$ cat src/rtl/img_fetch_seq.sv
// img_fetch_seq: fetches the 2x2 neighbour quad around (x,y) from a 1-cycle-latency image memory,
// clamping coordinates to the image, and hands the quad plus fractions downstream.
module img_fetch_seq #(
    parameter int ADDR_W = 19,
    parameter int IMG_W  = 640,
    parameter int IMG_H  = 480
) (
    input  logic              clk,
    input  logic              rst,
    input  logic              req_valid,
    output logic              req_ready,
    input  logic [9:0]        req_x,
    input  logic [9:0]        req_y,
    input  logic [7:0]        req_fx,
    input  logic [7:0]        req_fy,
    output logic [ADDR_W-1:0] mem_raddr,
    input  logic [7:0]        mem_rdata,
    output logic              px_valid,
    input  logic              px_ready,
    output logic [7:0]        p00,
    output logic [7:0]        p01,
    output logic [7:0]        p10,
    output logic [7:0]        p11,
    output logic [7:0]        px_fx,
    output logic [7:0]        px_fy,
    output logic              busy,
    output logic [15:0]       pix_count
);
    typedef enum logic [2:0] {IDLE, RD0, RD1, RD2, RD3, CAP, OUT} state_t;
    state_t state, state_nx;
    logic [9:0]  x_q, y_q;
    logic [31:0] xc, yc, x1, y1, row, col;
    always_comb begin
        state_nx = state;
        case (state)
            IDLE:    state_nx = req_valid ? RD0 : IDLE;
            RD0:     state_nx = RD1;
            RD1:     state_nx = RD2;
            RD2:     state_nx = RD3;
            RD3:     state_nx = CAP;
            CAP:     state_nx = OUT;
            OUT:     state_nx = px_ready ? IDLE : OUT;
            default: state_nx = IDLE;
        endcase
    end
    // clamp in 32 bits so the +1 on the far edge cannot wrap
    always_comb begin
        xc = ({22'd0, x_q} > 32'(IMG_W - 1)) ? 32'(IMG_W - 1) : {22'd0, x_q};
        yc = ({22'd0, y_q} > 32'(IMG_H - 1)) ? 32'(IMG_H - 1) : {22'd0, y_q};
        x1 = (xc + 32'd1 > 32'(IMG_W - 1)) ? 32'(IMG_W - 1) : xc + 32'd1;
        y1 = (yc + 32'd1 > 32'(IMG_H - 1)) ? 32'(IMG_H - 1) : yc + 32'd1;
        col = (state == RD1 || state == RD3) ? x1 : xc;
        row = (state == RD2 || state == RD3) ? y1 : yc;
        mem_raddr = ADDR_W'(row * 32'(IMG_W) + col);
    end
    assign req_ready = (state == IDLE);
    assign busy      = (state != IDLE);
    assign px_valid  = (state == OUT);
    always_ff @(posedge clk or posedge rst) begin
        if (rst) begin
            state     <= IDLE;
            x_q       <= '0;
            y_q       <= '0;
            px_fx     <= '0;
            px_fy     <= '0;
            p00       <= '0;
            p01       <= '0;
            p10       <= '0;
            p11       <= '0;
            pix_count <= '0;
        end else begin
            state <= state_nx;
            if (state == IDLE && req_valid) begin
                x_q   <= req_x;
                y_q   <= req_y;
                px_fx <= req_fx;
                px_fy <= req_fy;
            end
            // read data lags its address by one state
            if (state == RD1) p00 <= mem_rdata;
            if (state == RD2) p01 <= mem_rdata;
            if (state == RD3) p10 <= mem_rdata;
            if (state == CAP) p11 <= mem_rdata;
            if (state == OUT && px_ready) pix_count <= pix_count + 16'd1;
        end
    end
endmodule

$ cat config.mk
export PLATFORM = sky130hd
export DESIGN_NAME = img_fetch_seq
export DESIGN_NICKNAME = d
export VERILOG_FILES = /design/src/rtl/img_fetch_seq.sv
export SDC_FILE = /design/constraint.sdc
export NUM_CORES = 1
export LEC_CHECK = 0
export ABC_AREA = 1
export CAP_MARGIN = 20
export CORE_UTILIZATION = 45
export CTS_BUF_LIST = sky130_fd_sc_hd__clkbuf_8 sky130_fd_sc_hd__clkbuf_16
export CTS_CLUSTER_SIZE = 10
export DETAILED_ROUTE_END_ITERATION = 7
export PLACE_DENSITY = 0.73
export SYNTH_ARGS = -nofsm -noshare
export SYNTH_HDL_FRONTEND = slang
export SYNTH_SLANG_ARGS = --single-unit
export TNS_END_PERCENT = 20
$ cat constraint.sdc
create_clock -name clk -period 14.5 [get_ports clk]
set_input_delay 3.625 -clock clk [delete_from_list [all_inputs] [get_ports clk]]
set_output_delay 3.625 -clock clk [all_outputs]
set_load 0.03 [all_outputs]
==> flow_summary_export.csv, run 1 <==
group,metric,value,unit
clocking,cts_buffers,9,
timing,maxSlewViolCount,0,
global_routing,global_route_wire_length_before_repair,20500,um
synth,synth_edf_count,0,
placement,detailed_place_hpwl,9150,um
global_routing,grt.total_usage,22.1,%
synth,synthesis.area_per_instance,8.36,um^2
route,route.vias.total,4493,
synth,synth.ff_latch_count,87,
critical_path,endpoint_kind,"primary output",
critical_path,worstSetupStartpointType,"flip-flop",
critical_path,max_fanout_on_critical_path,17,
synth,netlist_instances,608,
clocking,cts.sinks,87,
clocking,post_cts_hold_buffer_count,0,
floorplanning,floorplan.die_area,0.0117,mm^2
floorplanning,num_io_pins,134,
floorplanning,core_area,0.0109,mm^2
global_routing,gr-total-overflow,0,
synth,yosysWarnings,0,
synth,combined_area_of_all_synthesized_cells,0.00508,mm^2
final_layout,final_layout_size_suffix_gt1_share,10.0,%
route,post-route-drc-count,0,
floorplanning,fp.dieH,108,um
global_routing,grt_pass1_vias,4482,
timing,max_freq,114,MHz
critical_path,crit_path_cell_trace,"inv_1 > nand3_1 > nand2_1 > inv_1 > nor2_1 > a21oi_2 > ha_1 > ha_1 > fa_1 > nand2_1 > nor3_1 > nor2_1 > nor2_2 > nand3_1 > nor2_2 > nand3_1 > nand2_1 > nand2_1 > inv_1 > clkdlybuf4s50_1",
floorplanning,die_width,108,um
final_layout,antennaDiodeCount,0,
critical_path,timing.critical_path.mode_cell,"nand2_1",
clocking,maximum_count_of_clock_buffers_along_a_single_path,2,
timing,finalWorstPathRequiredPeriod,8.74,ns
timing,fin_crit_sh,60.3,%
critical_path,worst-endpoint-required,10.88,ns
route,routedWlPerCell,13.8,um
synth,synthFlopType,"dfrtp_1",
route,post_drt_via_cell_ratio,5.05,
placement,gp_congestion,0.867,
global_routing,grt_antenna_before_repair,0,
timing,final.setup_skew,0.00552,ns
clocking,clk_pin_slew,0.06,ns
timing,timing_worst_slew_pin_value,1.03,ns
placement,placement.io_buffers,133,
critical_path,path_delay_family,"simple AND/OR/NAND/NOR gates",
synth,synth-seq-area-share,42.8,%
floorplanning,floorplan.rows,38,
route,wl,12300,um
clocking,tritoncts,"built",
route,drt_pass1_iterations,4,
timing,tns,0,ns
route,first_iter_violations,195,
clocking,clock_root_buffer,"clkbuf_16",
critical_path,critical-path-max-stage-delay,0.65,ns
clocking,cts_post_setup_buffers_inserted,0,
synth,async_reset_ff_share,100,%
timing,grt_setup_unrepaired,"false",
global_routing,grt_max_degree,88,
outcome,result_of_the_run,"completed",
critical_path,critical-path-slowest-cell,"clkdlybuf4s50_1",
route,ant_nets,0,
clocking,cts.htree.levels,3,
timing,worst_slew_margin_rel,31.3,%
timing,hold_viol,0,
critical_path,setup.worst_path.class,"reg2out",
clocking,postCtsResizedCells,0,
critical_path,cp_data_arrival_time,5.12,ns
flow_run,max-cap-violations,0,
final_layout,fin_nets,818,
min_path,hold_path_class,"reg2reg",
clocking,clk_latency,0.34,ns
synth,synthDistinctLibCells,39,
final_layout,area_growth_syn_to_layout,35.6,%
floorplanning,initial_utilization,46.5,%
timing,setup_viol,0,
critical_path,critPathBufInv,4,
==> layout by cell type (no fill, tap or decap), drive strengths merged, types with 3 or more instances in the layout <==
cell and instances:
clkdlybuf4s50 133, mux2 19, nand3 40, o21ai 51
nand2 132, nand4 15, ha 24, conb 3
clkbuf 9, clkinv 3, nor2 64, nor3 9
a21oi 32, dfrtp 87, xor2 15, xnor2 9
inv 86
==> Yosys cell counts (all sizes together) (2+ instances only) <==
cell type / instances / share of area (%)
nand3: 40 / 4.1
nand4: 15 / 1.8
fa: 2 / 0.79
a21oi: 32 / 3.4
o22ai: 2 / 0.25
mux2: 19 / 4.2
nor3: 9 / 1.1
nand3b: 2 / 0.30
inv: 86 / 6.4
nor2: 64 / 6.4
buf: 8 / 0.81
nand2: 132 / 10
xor2: 15 / 2.6
xnor2: 9 / 1.6
clkbuf: 4 / 0.30
o31ai: 2 / 0.57
ha: 24 / 5.9
dfrtp: 87 / 43
o21ai: 51 / 5.5
==> sequential cells by signal (all words and copies together), names as in the netlist <==
signal and flops:
state 3, p11 8, pix_count 16, p00 8
p10 8, x_q 10, y_q 10, px_fy 8
p01 8, px_fx 8
==> layout make-up <==
| class | instances | area, um^2 |
|---|---|---|
| Multi-Input combinational cell | 425 | 2530 |
| Sequential cell | 87 | 2180 |
| Fill cell | 935 | 4050 |
| Clock buffer | 9 | 225 |
| Tap cell | 140 | 175 |
| Clock inverter | 7 | 88.8 |
| Timing Repair Buffer | 135 | 1370 |
| Inverter | 86 | 327 |
==> routing by layer <==
| metal | GRT usage, % | vias to the layer above | share of wire, % |
|---|---|---|---|
| met1 | 27.6 | 2122 | 44 |
| li1 | - | 2242 | - |
| met4 | 8.59 | 0 | 1.6 |
| met2 | 36.1 | 112 | 49 |
| met5 | 0 | - | 0 |
| met3 | 6.45 | 17 | 6.1 |
==> cell families (layout without fill, tap and decap cells) <==
family | Yosys count | in the layout | share of synthesized area (%)
mux | 19 | 19 | 4.21
simple gates | 262 | 262 | 24.2
compound gates | 91 | 91 | 10.3
buf+inv | 98 | 237 | 7.51
xor+xnor | 24 | 24 | 4.14
fa+ha+maj | 26 | 26 | 6.70
flops | 87 | 87 | 42.8
other cells | 1 | 3 | 0.0738
==> worst paths after layout <==
path	slack, ns	cells past startpoint	endpoint	startpoint
worst max-delay path	5.76	20	mem_raddr[18]	state[2]
worst min-delay path	0.48	1	pix_count[15]	pix_count[15]
worst max register to register	12.43	6	state[0]	state[1]
worst min register to register	0.48	1	pix_count[15]	pix_count[15]
max in group asynchronous	10.20	4	px_fy[6]	rst
min in group asynchronous	3.69	3	pix_count[2]	rst
==> per-stage QoR <==
step | setup WS, ns | instance area, um^2 | cells | hold WS, ns | utilization, %
finish | 5.76 | 6890 | 889 | 0.476 | 63.0
global route | 5.32 | 6890 | 889 | 0.497 | 63.0
CTS | 5.73 | 6860 | 888 | 0.483 | 62.8
detailed placement | 6.11 | 6550 | 872 | 0.462 | 59.9
global placement | 6.34 | 6550 | 872 | 0.466 | 59.9
floorplan | 6.91 | 5090 | 610 | 0.491 | -
==> worst register-to-register path, cell delays in order, from the launching register on <==
cell and delay [ns]:
dfrtp_1 0.42, inv_2 0.09, nor2_4 0.04, nand2_1 0.40, nand2_1 0.49, inv_1 0.32
nand2_1 0.14
Power of run 1 is not shown: default switching activity piles up to over one toggle a cycle in this logic, so the estimate is an artifact.
==> run 2, diff against run 1 <==
--- a/config.mk
+++ b/config.mk
@@ -11,7 +11,7 @@
 export CTS_BUF_LIST = sky130_fd_sc_hd__clkbuf_8 sky130_fd_sc_hd__clkbuf_16
 export CTS_CLUSTER_SIZE = 10
 export DETAILED_ROUTE_END_ITERATION = 7
-export PLACE_DENSITY = 0.73
+export PLACE_DENSITY = 0.76
 export SYNTH_ARGS = -nofsm -noshare
 export SYNTH_HDL_FRONTEND = slang
 export SYNTH_SLANG_ARGS = --single-unit
==> constraint.sdc (replaced) <==
create_clock -name clk -period 7.8 [get_ports clk]
set_input_delay 1.95 -clock clk [delete_from_list [all_inputs] [get_ports clk]]
set_output_delay 1.95 -clock clk [all_outputs]
set_load 0.03 [all_outputs]
==> run 2 against run 1 <==
Final cell count unchanged. Critical endpoint unchanged. Highest routed layer unchanged. Via count increased by 0.73%. Cell area about the same. Clock skew decreased by 0.00080 ns. Routed wire length increased by 0.16%. Non-clock buffer count unchanged. Utilization decreased by 0.057 points. Clock-buffer cell count increased by 1. Critical path depth unchanged. Register-to-register slack got worse by 6.6 ns. Worst hold slack improved by 0.0068 ns. Worst setup slack got worse by 5.0 ns.
==> flow_summary_export.csv, run 2 (synthesized netlist as in run 1, its figures left out) <==
group,metric,value,unit
outcome,result_of_the_run,"completed",
min_path,timing.hold.worst_path_depth,2,
timing,max_freq,142,MHz
final_layout,area_growth_syn_to_layout,35.5,%
floorplanning,initial_utilization,46.5,%
final_layout,largest_reg_flops,16,
placement,gp_congestion,0.894,
min_path,hold_path_class,"reg2reg",
critical_path,timing.critical_path.mode_cell,"nand2_1",
route,routedWlPerCell,13.9,um
critical_path,critPathBufInv,4,
flow_run,max-cap-violations,0,
clocking,maximum_count_of_clock_buffers_along_a_single_path,2,
route,wl,12300,um
clocking,cts.sinks,87,
final_layout,final_layout_size_suffix_gt1_share,10.1,%
final_layout,final_util,63.0,%
clocking,cts_post_setup_buffers_inserted,0,
clocking,post_cts_hold_buffer_count,0,
clocking,clk_latency,0.33,ns
timing,maxSlewViolCount,0,
placement,placement.io_buffers,133,
final_layout,largestRegisters,"pix_count x16, x_q x10, y_q x10",
timing,fin_crit_sh,90.0,%
clocking,cts.htree.levels,3,
timing,hold_viol,0,
critical_path,reg2regPathDepth,5,
critical_path,crit_path_cell_trace,"inv_1 > nand3_1 > nand2_1 > inv_1 > nor2_1 > a21oi_2 > ha_1 > ha_1 > fa_1 > nand2_1 > nor3_1 > nor2_1 > nor2_2 > nand3_1 > nor2_2 > nand3_1 > nand2_1 > nand2_1 > inv_1 > clkdlybuf4s50_1",
timing,worst_slew_margin_rel,56.6,%
critical_path,endpoint_kind,"primary output",
floorplanning,floorplan.die_area,0.0117,mm^2
floorplanning,num_io_pins,134,
global_routing,grt_pass1_vias,4503,
clocking,clock_root_buffer,"clkbuf_16",
floorplanning,fp.dieH,108,um
final_layout,antennaDiodeCount,0,
clocking,tritoncts,"built",
floorplanning,core_area,0.0109,mm^2
min_path,hold_path_end,"p00[0]",
final_layout,top_register,"pix_count",
critical_path,worst-endpoint-required,5.85,ns
final_layout,n_fill_cell,914,
final_layout,fin_nets,818,
route,ant_nets,0,
floorplanning,die_width,108,um
timing,grt_setup_unrepaired,"false",
timing,timing_worst_slew_pin_value,0.651,ns
clocking,postCtsResizedCells,0,
floorplanning,floorplan.rows,38,
timing,setup_ws,0.782,ns
route,first_iter_violations,255,
critical_path,setup.worst_path.class,"reg2out",
placement,detailed_place_hpwl,9450,um
final_layout,leading_cell_types_in_the_layout_fill_and_taps_excluded,"clkdlybuf4s50_1, nand2_1, dfrtp_1, inv_1, nor2_1",
final_layout,most_common_cell_after_layout_fill_and_taps_aside,"clkdlybuf4s50_1",
critical_path,critical-path-slowest-cell,"clkdlybuf4s50_1",
critical_path,timing.rr.start,"state[0]",
global_routing,grt.total_usage,21.8,%
min_path,worstHoldStart,"p00[0]",
timing,finalWorstPathRequiredPeriod,7.02,ns
global_routing,grt_antenna_before_repair,0,
critical_path,max_fanout_on_critical_path,17,
critical_path,worstSetupStartpointType,"flip-flop",
critical_path,setup.reg_to_reg.worst_slack,5.81,ns
critical_path,path_delay_family,"simple AND/OR/NAND/NOR gates",
route,post_drt_via_cell_ratio,5.09,
clocking,clk_pin_slew,0.07,ns
critical_path,cp_data_arrival_time,5.07,ns
placement,dpl_worst_slack,1.13,ns
critical_path,critical-path-max-stage-delay,0.65,ns
route,route.vias.total,4526,
global_routing,global_route_wire_length_before_repair,20300,um
timing,final.setup_skew,0.00472,ns
timing,tns,0,ns
critical_path,critical_path.reg2reg.endpoint,"state[2]",
timing,setup_viol,0,
global_routing,gr-total-overflow,0,
route,post-route-drc-count,0,
route,drt_pass1_iterations,5,
timing,fin_hold_ws,0.483,ns
global_routing,grt_max_degree,55,
clocking,cts_buffers,9,
## run 2: cell count changes in the layout (fill, tap and decap cells not counted)
cell	delta
inv_1	-1
clkinv_2	-2
buf_12	+1
inv_6	+2
inv_8	+1
clkinvlp_4	-2
clkbuf_8	+1
clkinv_4	+2
bufinv_16	-1
buf_16	-1
## run 2: worst min-delay path: stages, from the launching register on
cell     delay, ns
dfrtp_1       0.34
nand2_1       0.05
o21ai_0       0.06
## run 2: worst max-delay path by stage
stage | startpoint | to | slack, ns | cells after the start
6_report | state[2] | mem_raddr[18] | 0.78 | 20
5_1_grt | state[2] | mem_raddr[18] | 0.21 | 20
4_1_cts | state[2] | mem_raddr[18] | 0.78 | 20
3_5_place_dp | state[2] | mem_raddr[18] | 1.13 | 20
3_3_place_gp | state[2] | mem_raddr[18] | 1.29 | 20
2_1_floorplan | y_q[5] | mem_raddr[16] | 1.89 | 24
## run 2: layout make-up
| class | instances | area (um^2) | share of cell area [%] |
|---|---|---|---|
| multi-input cells | 425 | 2530 | 36.8 |
| flip-flops and latches | 87 | 2180 | 31.6 |
| repair buffers | 135 | 1360 | 19.7 |
| inverters | 86 | 327 | 4.74 |
| clock buffers | 10 | 239 | 3.47 |
| well taps | 140 | 175 | 2.54 |
| clock inverters | 6 | 76.3 | 1.11 |
## run 2: per-stage QoR
| stage | instance area [um^2] | std cells |
|---|---|---|
| 4_1_cts | 6860 | 888 |
| 2_1_floorplan | 5090 | 610 |
| 3_3_place_gp | 6550 | 872 |
| 6_report | 6880 | 889 |
| 3_5_place_dp | 6550 | 872 |
| 5_1_grt | 6880 | 889 |
## run 2: layer usage
layer / vias up / track usage, % / share of wire, %
met3: 14 / 5.73 / 5.9
li1: 2249 / - / -
met4: 0 / 6.37 / 1.5
met2: 123 / 38.8 / 50
met5: - / 0 / 0
met1: 2140 / 25.8 / 42
Power of run 2 is left out for the same reason.
==> run 3, diff against run 2 <==
--- a/config.mk
+++ b/config.mk
@@ -6,7 +6,6 @@
 export NUM_CORES = 1
 export LEC_CHECK = 0
 export ABC_AREA = 1
-export CAP_MARGIN = 20
 export CORE_UTILIZATION = 45
 export CTS_BUF_LIST = sky130_fd_sc_hd__clkbuf_8 sky130_fd_sc_hd__clkbuf_16
 export CTS_CLUSTER_SIZE = 10
==> run 3 against run 2 <==
Register-to-register slack got worse by 0.07 ns. Non-clock buffer count is 1 lower. First-iteration DRC count is 13% higher. Global-route usage did not move. Worst setup slack improved by 0.011 ns. Final cell count is 0.11% lower. Routed wire length is 0.29% lower. Sequential cell count unchanged. Utilization is 0.18 points lower. Sequential share of layout area increased by 0.092 points. Worst hold slack better by 0.0022 ns. Via count unchanged. Critical path type unchanged. Critical endpoint unchanged.
==> flow_summary_export.csv, run 3 (synthesized netlist as in run 1, its figures left out) <==
group,metric,value,unit
clocking,cts.sinks,87,
clocking,clk_pin_slew,0.07,ns
final_layout,leading_cell_types_in_the_layout_fill_and_taps_excluded,"clkdlybuf4s50_1, nand2_1, dfrtp_1, inv_1, nor2_1",
final_layout,final_area,0.00686,mm^2
critical_path,reg2regPathDepth,5,
final_layout,fin_nets,817,
timing,timing_worst_slew_pin_value,1.05,ns
final_layout,final_layout_size_suffix_gt1_share,10.0,%
route,post_drt_via_cell_ratio,5.10,
clocking,cts.htree.levels,3,
clocking,cts_buffers,9,
placement,detailed_place_hpwl,9450,um
critical_path,critPathBufInv,4,
critical_path,critical-path-slowest-cell,"clkdlybuf4s50_1",
clocking,post_cts_hold_buffer_count,0,
critical_path,cp_data_arrival_time,5.06,ns
clocking,postCtsResizedCells,0,
timing,max_freq,143,MHz
critical_path,timing.rr.start,"state[2]",
timing,maxSlewViolCount,0,
critical_path,endpoint_kind,"primary output",
min_path,worstHoldStart,"p00[0]",
final_layout,regArea,0.00218,mm^2
clocking,clk_latency,0.33,ns
min_path,hold_path_end,"p00[0]",
route,ant_nets,0,
timing,hold_viol,0,
timing,grt_setup_unrepaired,"false",
critical_path,setup.reg_to_reg.worst_slack,5.74,ns
floorplanning,die_width,108,um
critical_path,worstSetupStartpointType,"flip-flop",
critical_path,max_fanout_on_critical_path,17,
final_layout,area_growth_syn_to_layout,35.1,%
final_layout,top_register,"pix_count",
critical_path,crit_path_cell_trace,"inv_1 > nand3_1 > nand2_1 > inv_1 > nor2_1 > a21oi_2 > ha_1 > ha_1 > fa_1 > nand2_1 > nor3_1 > nor2_1 > nor2_2 > nand3_1 > nor2_2 > nand3_1 > nand2_1 > nand2_1 > inv_1 > clkdlybuf4s50_1",
global_routing,grt.total_usage,21.8,%
critical_path,path_delay_family,"simple AND/OR/NAND/NOR gates",
placement,gp_congestion,0.894,
critical_path,timing.critical_path.mode_cell,"nand2_1",
placement,placement.io_buffers,133,
min_path,timing.hold.worst_path_depth,2,
floorplanning,num_io_pins,134,
floorplanning,core_area,0.0109,mm^2
floorplanning,floorplan.rows,38,
final_layout,largestRegisters,"pix_count x16, x_q x10, y_q x10",
global_routing,global_route_wire_length_before_repair,20300,um
timing,fin_crit_sh,89.8,%
timing,final.setup_skew,0.00486,ns
timing,finalWorstPathRequiredPeriod,7.01,ns
timing,worst_slew_margin_rel,30.0,%
placement,place_area,0.00655,mm^2
clocking,cts_post_setup_buffers_inserted,0,
timing,fin_hold_ws,0.485,ns
global_routing,grt_pass1_vias,4503,
final_layout,total_area_of_multi_input_combinational_cells,0.00253,mm^2
global_routing,grt_max_degree,55,
final_layout,n_fill_cell,920,
floorplanning,fp.dieH,108,um
global_routing,gr-total-overflow,0,
clocking,clock_root_buffer,"clkbuf_16",
route,routedWlPerCell,13.8,um
final_layout,antennaDiodeCount,0,
route,post-route-drc-count,0,
floorplanning,floorplan.die_area,0.0117,mm^2
route,first_iter_violations,287,
global_routing,grt_antenna_before_repair,0,
route,wl,12300,um
critical_path,setup.worst_path.class,"reg2out",
flow_run,max-cap-violations,0,
final_layout,most_common_cell_after_layout_fill_and_taps_aside,"clkdlybuf4s50_1",
min_path,hold_path_class,"reg2reg",
timing,setup_viol,0,
critical_path,worst-endpoint-required,5.85,ns
route,route.vias.total,4526,
clocking,maximum_count_of_clock_buffers_along_a_single_path,2,
critical_path,critical_path.reg2reg.endpoint,"px_fx[3]",
final_layout,largest_reg_flops,16,
critical_path,critical-path-max-stage-delay,0.65,ns
timing,tns,0,ns
floorplanning,initial_utilization,46.5,%
outcome,result_of_the_run,"completed",
final_layout,final_util,62.8,%
clocking,tritoncts,"built",
route,drt_pass1_iterations,4,
[run 3: cell types whose count changed in the layout (fill, tap and decap cells not counted), sizes merged]
cell,delta
buf,-1
[run 3: routing by layer]
layer	GRT usage (%)	part of all wire, %	vias up
met5	0	0	-
met4	6.37	1.5	0
met3	5.73	6.1	14
met2	38.8	50	135
met1	25.8	42	2132
li1	-	-	2245
[run 3: final cells by class]
class,count,share of cell area [%]
Timing Repair Buffer,134,19.5
Sequential cell,87,31.7
Tap cell,140,2.55
Clock inverter,6,1.11
Clock buffer,10,3.48
Inverter,86,4.76
Multi-Input combinational cell,425,36.9
[run 3: worst max-delay path by stage]
stage,start,end,slack [ns],cells past startpoint
floorplan,y_q[5],mem_raddr[16],1.89,24
global placement,state[2],mem_raddr[18],1.29,20
detailed placement,state[2],mem_raddr[18],1.13,20
CTS,state[2],mem_raddr[18],0.78,20
global route,state[2],mem_raddr[18],0.21,20
finish,state[2],mem_raddr[18],0.79,20
[run 3: worst register-to-register path: cells and delay by family (launching register included)]
| family | cells | cell delay (ns) |
|---|---|---|
| buffers and inverters | 2 | 0.19 |
| muxes | 1 | 0.46 |
| DFF | 1 | 0.41 |
| and+or+nand+nor | 2 | 0.88 |
[run 3: metrics by stage]
stage | setup WS (ns) | cells
2_1_floorplan | 1.89 | 610
3_3_place_gp | 1.29 | 872
3_5_place_dp | 1.13 | 872
4_1_cts | 0.778 | 888
5_1_grt | 0.212 | 888
6_report | 0.794 | 888
Power of run 3 is left out for the same reason.
